## src/rtl/awg_ctrl_pkg.sv

```systemverilog
// Shared state encoding, default widths and output reset values for the
// waveform configuration scheduler.
package awg_ctrl_pkg;

   typedef enum logic [1:0] {
      ST_IDLE,
      ST_PENDING,
      ST_SWEEP
   } sched_state_t;

   localparam int unsigned ADDER_W_DEF = 32;
   localparam int unsigned DWELL_W_DEF = 16;

   localparam logic [7:0] RST_SIGNAL_NUMBER = 8'h00;
   localparam logic [7:0] RST_AMPLITUDE     = 8'h00;
   localparam logic       RST_SWEEP_ACTIVE  = 1'b0;
   localparam logic       RST_SWEEP_DONE    = 1'b0;
   localparam logic       RST_CFG_READY     = 1'b1;

endpackage

```

## src/rtl/sweep_step_unit.sv

```systemverilog
// Dwell timer and saturating next-increment computation for the frequency sweep.
module sweep_step_unit #(
   parameter int unsigned ADDER_W = 32,
   parameter int unsigned DWELL_W = 16
) (
   input  logic               clk,
   input  logic               reset,
   input  logic               restart,
   input  logic [ADDER_W-1:0] adder,
   input  logic [ADDER_W-1:0] step,
   input  logic [ADDER_W-1:0] stop,
   input  logic [DWELL_W-1:0] dwell,
   output logic               step_due,
   output logic [ADDER_W-1:0] next_adder,
   output logic               at_stop
);

   logic [DWELL_W-1:0] cnt;
   logic [DWELL_W-1:0] last;
   logic [ADDER_W:0]   sum;

   // A dwell of zero behaves as one cycle; cnt counts visible cycles minus one.
   assign last = (dwell == '0) ? '0 : dwell - DWELL_W'(1);

   always_ff @(posedge clk) begin
      if (reset || restart) begin
         cnt <= '0;
      end else if (cnt < last) begin
         cnt <= cnt + DWELL_W'(1);
      end
   end

   assign step_due   = (cnt >= last);
   assign sum        = {1'b0, adder} + {1'b0, step};
   assign next_adder = (sum[ADDER_W] || (sum[ADDER_W-1:0] >= stop)) ? stop : sum[ADDER_W-1:0];
   assign at_stop    = (adder >= stop);

endmodule

```

## src/rtl/waveform_config_scheduler.sv

```systemverilog
// Accepts waveform configurations, commits them at a phase wrap and runs an
// optional linear adder sweep; owns the live registers read by the DDS.
module waveform_config_scheduler
   import awg_ctrl_pkg::*;
#(
   parameter int unsigned ADDER_W = ADDER_W_DEF,
   parameter int unsigned DWELL_W = DWELL_W_DEF
) (
   input  logic               clk,
   input  logic               reset,
   input  logic               cfg_valid,
   output logic               cfg_ready,
   input  logic [7:0]         cfg_signal_number,
   input  logic [7:0]         cfg_amplitude,
   input  logic [ADDER_W-1:0] cfg_adder_start,
   input  logic [ADDER_W-1:0] cfg_adder_stop,
   input  logic [ADDER_W-1:0] cfg_adder_step,
   input  logic [DWELL_W-1:0] cfg_dwell,
   input  logic               cfg_sweep_en,
   input  logic               cfg_sweep_loop,
   input  logic               phase_wrap,
   output logic [7:0]         signalNumber,
   output logic [ADDER_W-1:0] adder,
   output logic [7:0]         amplitude,
   output logic               sweep_active,
   output logic               sweep_done
);

   sched_state_t state, state_nx;

   logic [7:0]         sh_num, sh_amp;
   logic [ADDER_W-1:0] sh_start, sh_stop, sh_step;
   logic [DWELL_W-1:0] sh_dwell;
   logic               sh_sweep_en, sh_loop;

   logic [7:0]         num_nx, amp_nx;
   logic [ADDER_W-1:0] adder_nx;
   logic               active_nx, done_nx, ready_nx;

   logic               accept, adder_load, sweep_ok;
   logic               step_due, at_stop;
   logic [ADDER_W-1:0] next_adder;

   assign accept   = cfg_valid && cfg_ready;
   assign sweep_ok = sh_sweep_en && (sh_step != '0) && (sh_start < sh_stop);

   sweep_step_unit #(
      .ADDER_W (ADDER_W),
      .DWELL_W (DWELL_W)
   ) u_step (
      .clk        (clk),
      .reset      (reset),
      .restart    ((state != ST_SWEEP) || adder_load),
      .adder      (adder),
      .step       (sh_step),
      .stop       (sh_stop),
      .dwell      (sh_dwell),
      .step_due   (step_due),
      .next_adder (next_adder),
      .at_stop    (at_stop)
   );

   always_comb begin
      state_nx   = state;
      num_nx     = signalNumber;
      amp_nx     = amplitude;
      adder_nx   = adder;
      active_nx  = sweep_active;
      done_nx    = 1'b0;
      adder_load = 1'b0;
      unique case (state)
         ST_IDLE: begin
            if (accept) state_nx = ST_PENDING;
         end
         ST_PENDING: begin
            // A zero increment never wraps, so commit without waiting.
            if (phase_wrap || (adder == '0)) begin
               num_nx     = sh_num;
               amp_nx     = sh_amp;
               adder_nx   = sh_start;
               adder_load = 1'b1;
               if (sweep_ok) begin
                  state_nx  = ST_SWEEP;
                  active_nx = 1'b1;
               end else begin
                  state_nx  = ST_IDLE;
               end
            end
         end
         ST_SWEEP: begin
            // A new configuration takes priority over any due step.
            if (accept) begin
               state_nx  = ST_PENDING;
               active_nx = 1'b0;
            end else if (step_due && phase_wrap) begin
               if (!at_stop) begin
                  adder_nx   = next_adder;
                  adder_load = 1'b1;
               end else if (sh_loop) begin
                  adder_nx   = sh_start;
                  adder_load = 1'b1;
               end else begin
                  state_nx  = ST_IDLE;
                  active_nx = 1'b0;
                  done_nx   = 1'b1;
               end
            end
         end
         default: state_nx = ST_IDLE;
      endcase
      ready_nx = (state_nx != ST_PENDING);
   end

   always_ff @(posedge clk) begin
      if (reset) begin
         state        <= ST_IDLE;
         signalNumber <= RST_SIGNAL_NUMBER;
         amplitude    <= RST_AMPLITUDE;
         adder        <= '0;
         sweep_active <= RST_SWEEP_ACTIVE;
         sweep_done   <= RST_SWEEP_DONE;
         cfg_ready    <= RST_CFG_READY;
         sh_num       <= '0;
         sh_amp       <= '0;
         sh_start     <= '0;
         sh_stop      <= '0;
         sh_step      <= '0;
         sh_dwell     <= '0;
         sh_sweep_en  <= 1'b0;
         sh_loop      <= 1'b0;
      end else begin
         state        <= state_nx;
         signalNumber <= num_nx;
         amplitude    <= amp_nx;
         adder        <= adder_nx;
         sweep_active <= active_nx;
         sweep_done   <= done_nx;
         cfg_ready    <= ready_nx;
         if (accept) begin
            sh_num      <= cfg_signal_number;
            sh_amp      <= cfg_amplitude;
            sh_start    <= cfg_adder_start;
            sh_stop     <= cfg_adder_stop;
            sh_step     <= cfg_adder_step;
            sh_dwell    <= cfg_dwell;
            sh_sweep_en <= cfg_sweep_en;
            sh_loop     <= cfg_sweep_loop;
         end
      end
   end

endmodule

```

## config.mk

```make
export PLATFORM = sky130hd
export DESIGN_NAME = waveform_config_scheduler
export DESIGN_NICKNAME = d
export VERILOG_FILES = /design/src/rtl/awg_ctrl_pkg.sv /design/src/rtl/sweep_step_unit.sv /design/src/rtl/waveform_config_scheduler.sv
export SDC_FILE = /design/constraint.sdc
export NUM_CORES = 1
export LEC_CHECK = 0
export ABC_AREA = 1
export BUFFER_PORTS_ARGS = -buffer_cell sky130_fd_sc_hd__buf_2
export CAP_MARGIN = 20
export CELL_PAD_IN_SITES_DETAIL_PLACEMENT = 1
export CELL_PAD_IN_SITES_GLOBAL_PLACEMENT = 1
export CORE_MARGIN = 2
export CORE_UTILIZATION = 41
export DETAILED_ROUTE_END_ITERATION = 10
export GPL_TIMING_DRIVEN = 0
export PLACE_DENSITY = 0.79
export REMOVE_ABC_BUFFERS = 1
export SYNTH_ARGS = -nofsm -noshare
export SYNTH_HDL_FRONTEND = slang
export SYNTH_SLANG_ARGS = --single-unit
```

## constraint.sdc

```tcl
create_clock -name clk -period 4.3 [get_ports clk]
set_input_delay 0.645 -clock clk [delete_from_list [all_inputs] [get_ports clk]]
set_output_delay 0.645 -clock clk [all_outputs]
set_load 0.02 [all_outputs]
```

### Word level (Yosys, flattened, before mapping)

Cells that the tools add are included.

* register bits: 199
* input port bits: 134
* output and inout bits: 51
* word-level logic and storage cells: 86

* add/subtract/negate cells: 3
* order comparisons: 5
* equal/unequal tests: 12
* mux-type cells: 30
* bitwise gates (word level): 3
* reduce and logical (&&, ||, !) cells: 17

Operators by type and width (number)
* 2-to-1 mux 32 bit: 6
* greater-or-equal comparator 32 bit: 2
* one-hot mux 32 bit (2 select lines): 1
* adder 32 x 32 -> 33 bit: 1
* zero test 32 bit: 1
* < comparator 32 bit: 1
* nonzero test 32 bit: 1
* adder 16 x 1 -> 16 bit, second input constant: 1
* greater-or-equal comparator 16 bit: 1
* zero test 16 bit: 1
* < comparator 16 bit: 1
* 2-to-1 mux 16 bit: 1
* subtractor 16 x 1 -> 16 bit, second input constant: 1
* 2-to-1 mux 2 bit: 7
* 2-to-1 mux 1 bit: 12
* inequality test 3 bit, second input constant: 4
* inequality test 2 bit, second input constant: 5
* one-hot mux 2 bit (3 select lines): 1
* AND reduction 6 bit: 1
* AND reduction 5 bit: 1
* OR reduction 5 bit: 1
* logical AND 1 bit: 4
* logical OR 1 bit: 4
* one-hot mux 1 bit (2 select lines): 2
* 7 further kinds: 9

### Longest topological paths before layout

* depth in word-level cells: 9
* depth in mapped cells: 29
* depth with buffers taken out: 28

### Hierarchy

A second synthesis with hierarchy kept.

* cell total of the unflattened synthesis: 2162
* area total of the unflattened synthesis: 13798.2 um^2

By module, submodules not included
* waveform_config_scheduler: instances 1, cells each 1023, area an instance 7647.3 um^2
* sweep_step_unit: instances 1, cells each 1139, area an instance 6150.9 um^2

### Worst setup path after synthesis

No wires, ideal clock.

* path kind: reg-to-reg
* start: register adder[0]
* end: register adder[9]
* setup time: 0.112 ns
* arrival time: 3.121 ns
* required time: 4.188 ns
* slack: 1.068 ns
* cell stages (with the launch flop): 29
* path buffers: 1
* period minus slack after synthesis: 3.232 ns
* cells stage by stage: dfxtp_1 -> ha_1 -> fa_1 -> nand3_1 -> nand2_2 -> nand2_1 -> nand2_1 -> nand2_1 -> nand2_1 -> nand3_1 -> nand3b_1 -> nand2_1 -> inv_1 -> ha_1 -> nand2_1 -> inv_1 -> nand2_1 -> nand2_1 -> nand2_1 -> a21oi_1 -> nor2_1 -> nand3_1 -> nor2_8 -> buf_6 -> nand2_1 -> nand2_1 -> nor2_1 -> nor2_1 -> nor2_1

* cells in the longest elaborated chain, start to end: 8
* elaborated cells between the ends (all ways): 14
* those cells by class: add/sub: 1; order compare: 2; eq/ne: 2; mux: 5; reduce/logical: 4

RTL lines
* from (decl): RTL line waveform_config_scheduler.sv:23 `output logic [ADDER_W-1:0] adder,`
* from (signal assigned): RTL line waveform_config_scheduler.sv:135 `adder <= adder_nx;`
* adder 32 x 32 -> 33 bit: RTL line sweep_step_unit.sv:34 `assign sum = {1'b0, adder} + {1'b0, step};`
* greater-or-equal comparator 32 bit: RTL line sweep_step_unit.sv:35 `assign next_adder = (sum[ADDER_W] || (sum[ADDER_W-1:0] >= stop)) ? stop : sum[ADDER_W-1:0];`
* logical OR 1 bit: RTL line sweep_step_unit.sv:35
* 2-to-1 mux 32 bit: RTL line sweep_step_unit.sv:35
* 2-to-1 mux 32 bit: RTL line waveform_config_scheduler.sv:96 `if (!at_stop) begin`
* 2-to-1 mux 32 bit: RTL line waveform_config_scheduler.sv:95 `end else if (step_due && phase_wrap) begin`
* 2-to-1 mux 32 bit: RTL line waveform_config_scheduler.sv:92 `if (accept) begin`
* one-hot mux 32 bit (2 select lines): RTL line waveform_config_scheduler.sv:71 `unique case (state)`

Several ways; a longest one is shown, not always the timed one. The select of a mux whose other input is x is not followed.
A chain may end at the register's enable or synchronous reset.

### Worst setup path after layout

* start: register adder[16]
* end: register adder[16]

The elaborated chain is that of the path after synthesis.

==> impl_metrics.csv <==
group,metric,value,unit
pwr,pwr-share-comb,0.397,
synth,synth.distinct_cells,39,
synth,synthArstFlopShare,0,
synth,ys_warn_count,0,
route,drt_iter0_drc,598,
setup_path,critPathSlowestCell,"ha_1",
floorplan,start_util,0.413,
pwr,switching_share,0.416,
pwr,power.density,408,nW/um2
synth,post_synth.cell_area_avg,6.37,um2
setup_path,worstPathCellList,"ha_1 -> a21oi_1 -> o21ai_0 -> a21oi_2 -> nor2_1 -> nor2_1 -> nand2_1 -> nand2_1 -> nand2_1 -> ha_1 -> a21oi_1 -> nor2_1 -> nor3_1 -> nand2_1 -> nor2_2 -> nand3_4 -> nor2_8 -> buf_4 -> nand2_1 -> nand2_1 -> nor2_1 -> nor2_1 -> nor2_1",
synth,synth_cells,2155,
floorplan,pin_count,185,
route,vias,14400,
place,pre_cts_ws,-0.876,ns
sta,finalHoldViolations,0,
global_route,grt_pass1_wl,76.8,mm
pwr,leakage,0.00810,uW
floorplan,die_w,187,um
route,vias_per_cell,5.19,
synth,ys_ff_latch,199,
setup_path,crit_required,4.67,ns
place,gp_congestion,0.924,
route,drc,0,
synth,yosysMostFrequentCell,"nor2_1",
status,status,"finished clean",
setup_path,path_depth,23,
sta,tns,0,ns
clocking,tritoncts,"done",
clocking,ctsHoldBuffers,0,
cells_and_area,syn2layout_area_growth,15.8,%
sta,min_period,4.06,ns
synth,synthDominantCellAreaShare,0.290,
clocking,cts_buffers,17,
sta,maxSlewHeadroom,0.301,
route,dr.pass1.iters,5,
hold_path,min_path_cells,2,
global_route,grt.overflow.total,0,
global_route,grt_pass1_vias,14800,
route,wire_per_inst,17.2,um
pwr,clkPwrFrac,0.266,
synth,netlist_area,13700,um2
pwr,p_int,3780,uW
sta,fin_skew,0.0187,ns
pwr,seqPwrFrac,0.337,
clocking,clk_pin_slew_worst_paths,0.08,ns
floorplan,num_rows,67,
sta,drv_slew,0,
place,hpwl,34.6,mm
clocking,htree_levels,4,
setup_path,cp_data_arrival_time,4.44,ns
synth,synth_common_cells,"nor2_1, nand2_1, inv_1",
synth,synth_top_flop_cell,"dfxtp_1",
sta,worst_pin_slew,1.05,ns
synth,synth_largest_area_cell,"dfxtp_1",
global_route,antenna_found_initial,1,
setup_path,critPathCaptureType,"flip-flop",
clocking,clkLatencyLatePin,0.48,ns
clocking,clock_path_buffers,2,
sta,worst_slack,0.236,ns
hold_path,hold_class,"input pin to flip-flop",
sta,timing.fmax,246,MHz
cells_and_area,antenna_cells,0,
setup_path,rr_worst_depth,23,
route,ant_nets,0,
setup_path,slowest_delay,0.37,ns
cells_and_area,fillers,4518,
floorplan,die_area,35000,um2
floorplan,fp.coreArea,33300,um2
setup_path,cp-start-kind,"flip-flop",
pwr,ir_worst_vdd,0.313,mV
synth,synth.area.top_cells,"dfxtp_1, ha_1, nor2_1",
route,drt_wl_total,47.7,mm
cells_and_area,nets,2594,
clocking,clockRootBuffer,"clkbuf_16",
synth,synth_edf_count,0,
pwr,p_sw,2700,uW
setup_path,critPathMaxFanout,5,
synth,seq_area_frac_synth,0.290,
global_route,grt_max_degree,106,
floorplan,die_h,187,um
clocking,clock_sink_count,199,
setup_path,rrSetupSlack,0.24,ns
setup_path,crit_family,"simple AND/OR/NAND/NOR gates",
place,port_buffers,184,
sta,holdWs,0.394,ns
sta,fin_crit_sh,0.945,
run,max_cap_viol_count,0,
sta,setup_violations,0,
global_route,grt_use_total,0.274,
setup_path,crit_type,"flip-flop to flip-flop",
setup_path,crit_buf_inv,1,
cells_and_area,drive_above_1_share,0.121,
## per-stage QoR
step / instances / cell area, um2 / total power (uW) / util
final: 2770 / 15900 / 6480 / 0.478
after global routing: 2770 / 15900 / 6920 / 0.478
after CTS: 2766 / 15800 / 6470 / 0.475
after detailed placement: 2720 / 15000 / 4470 / 0.451
after global placement: 2715 / 14900 / 4370 / 0.447
after floorplan: 2083 / 13400 / 3710 / -
## flip-flops by register name, summed over array words and instances (netlist names)
| signal | count |
|---|---|
| sh_amp | 8 |
| sh_loop | 1 |
| sweep_active | 1 |
| adder | 32 |
| sh_step | 32 |
| sweep_done | 1 |
| sh_dwell | 16 |
| cfg_ready | 1 |
| sh_sweep_en | 1 |
| sh_start | 32 |
| signalNumber | 8 |
| u_step.cnt | 16 |
| sh_num | 8 |
| sh_stop | 32 |
| amplitude | 8 |
| state | 2 |
## cells by family after synthesis
group,after synthesis,share of synthesized area
DFF,199,0.290
adders and majority gates,151,0.138
xor gates and xnor gates,33,0.0210
AOI/OAI and AO/OA,329,0.125
muxes,1,0.000729
and+or+nand+nor,1121,0.332
buffers and inverters,321,0.0930
## per-layer routing
layer	up-vias	global-route usage	share of wire
li1	7202	-	-
met1	6850	0.342	0.46
met2	251	0.481	0.47
met3	75	0.0441	0.038
met4	2	0.0925	0.031
met5	-	0	0.00015
## placed cells by master, fill, tap and decap left out, types with 5 or more instances in the layout
master       n
nor2_4       5
nor3_1      18
a21oi_1    122
o21ai_0    175
buf_2      184
a21oi_2      7
clkbuf_16   17
xor2_1      21
nor2_1     478
inv_1      241
nand3b_1     8
nand2_1    464
nand2_2      9
buf_4        8
ha_1       150
nor4_1       5
dfxtp_1    199
inv_2        6
buf_12       5
inv_8        5
nand3_1     83
nand4_1     35
o21bai_1     9
xnor2_1     12
## final cells by class
cell class                 count  area (um2)  share of cell area
multi-input combinational   1639        8590               0.540
sequential                   199        3980               0.250
timing repair buffer         203        1210              0.0763
inverter                     249         942              0.0592
tap                          448         561              0.0352
clock buffer                  18         439              0.0276
clock inverter                14         175              0.0110
## worst reg2reg max path: stages (launching register included)
cell	delay, ns
dfxtp_1	0.36
ha_1	0.37
a21oi_1	0.26
o21ai_0	0.23
a21oi_2	0.25
nor2_1	0.09
nor2_1	0.14
nand2_1	0.07
nand2_1	0.06
nand2_1	0.10
ha_1	0.32
a21oi_1	0.16
nor2_1	0.05
nor3_1	0.20
nand2_1	0.18
nor2_2	0.24
nand3_4	0.20
nor2_8	0.17
buf_4	0.18
nand2_1	0.07
nand2_1	0.06
nor2_1	0.04
nor2_1	0.11
nor2_1	0.05
## power groups by stage
stage / sequential [uW] / clock, uW / combinational (uW)
3_3_place_gp: 2220 / 0 / 2150
4_1_cts: 2180 / 1770 / 2520
3_5_place_dp: 2220 / 0 / 2240
2_1_floorplan: 2230 / 0 / 1480
6_report: 2190 / 1720 / 2570
5_1_grt: 2210 / 1820 / 2880
## path summary, 6_finish.rpt
check / startpoint / endpoint
max: adder[16] / adder[16]
min: reset / sweep_done
max reg2reg: adder[16] / adder[16]
min reg2reg: sh_num[3] / sh_num[3]
## timing repair
| item | in CTS | in global routing |
|---|---|---|
| gates cloned | 4 | 0 |
| endpoints found under the setup margin | 32 | 32 |
| resized for setup | 6 | 12 |
| setup buffers | 10 | 4 |
| pin swaps | 4 | 6 |
Note: power is estimated with default switching activity, not from simulation.
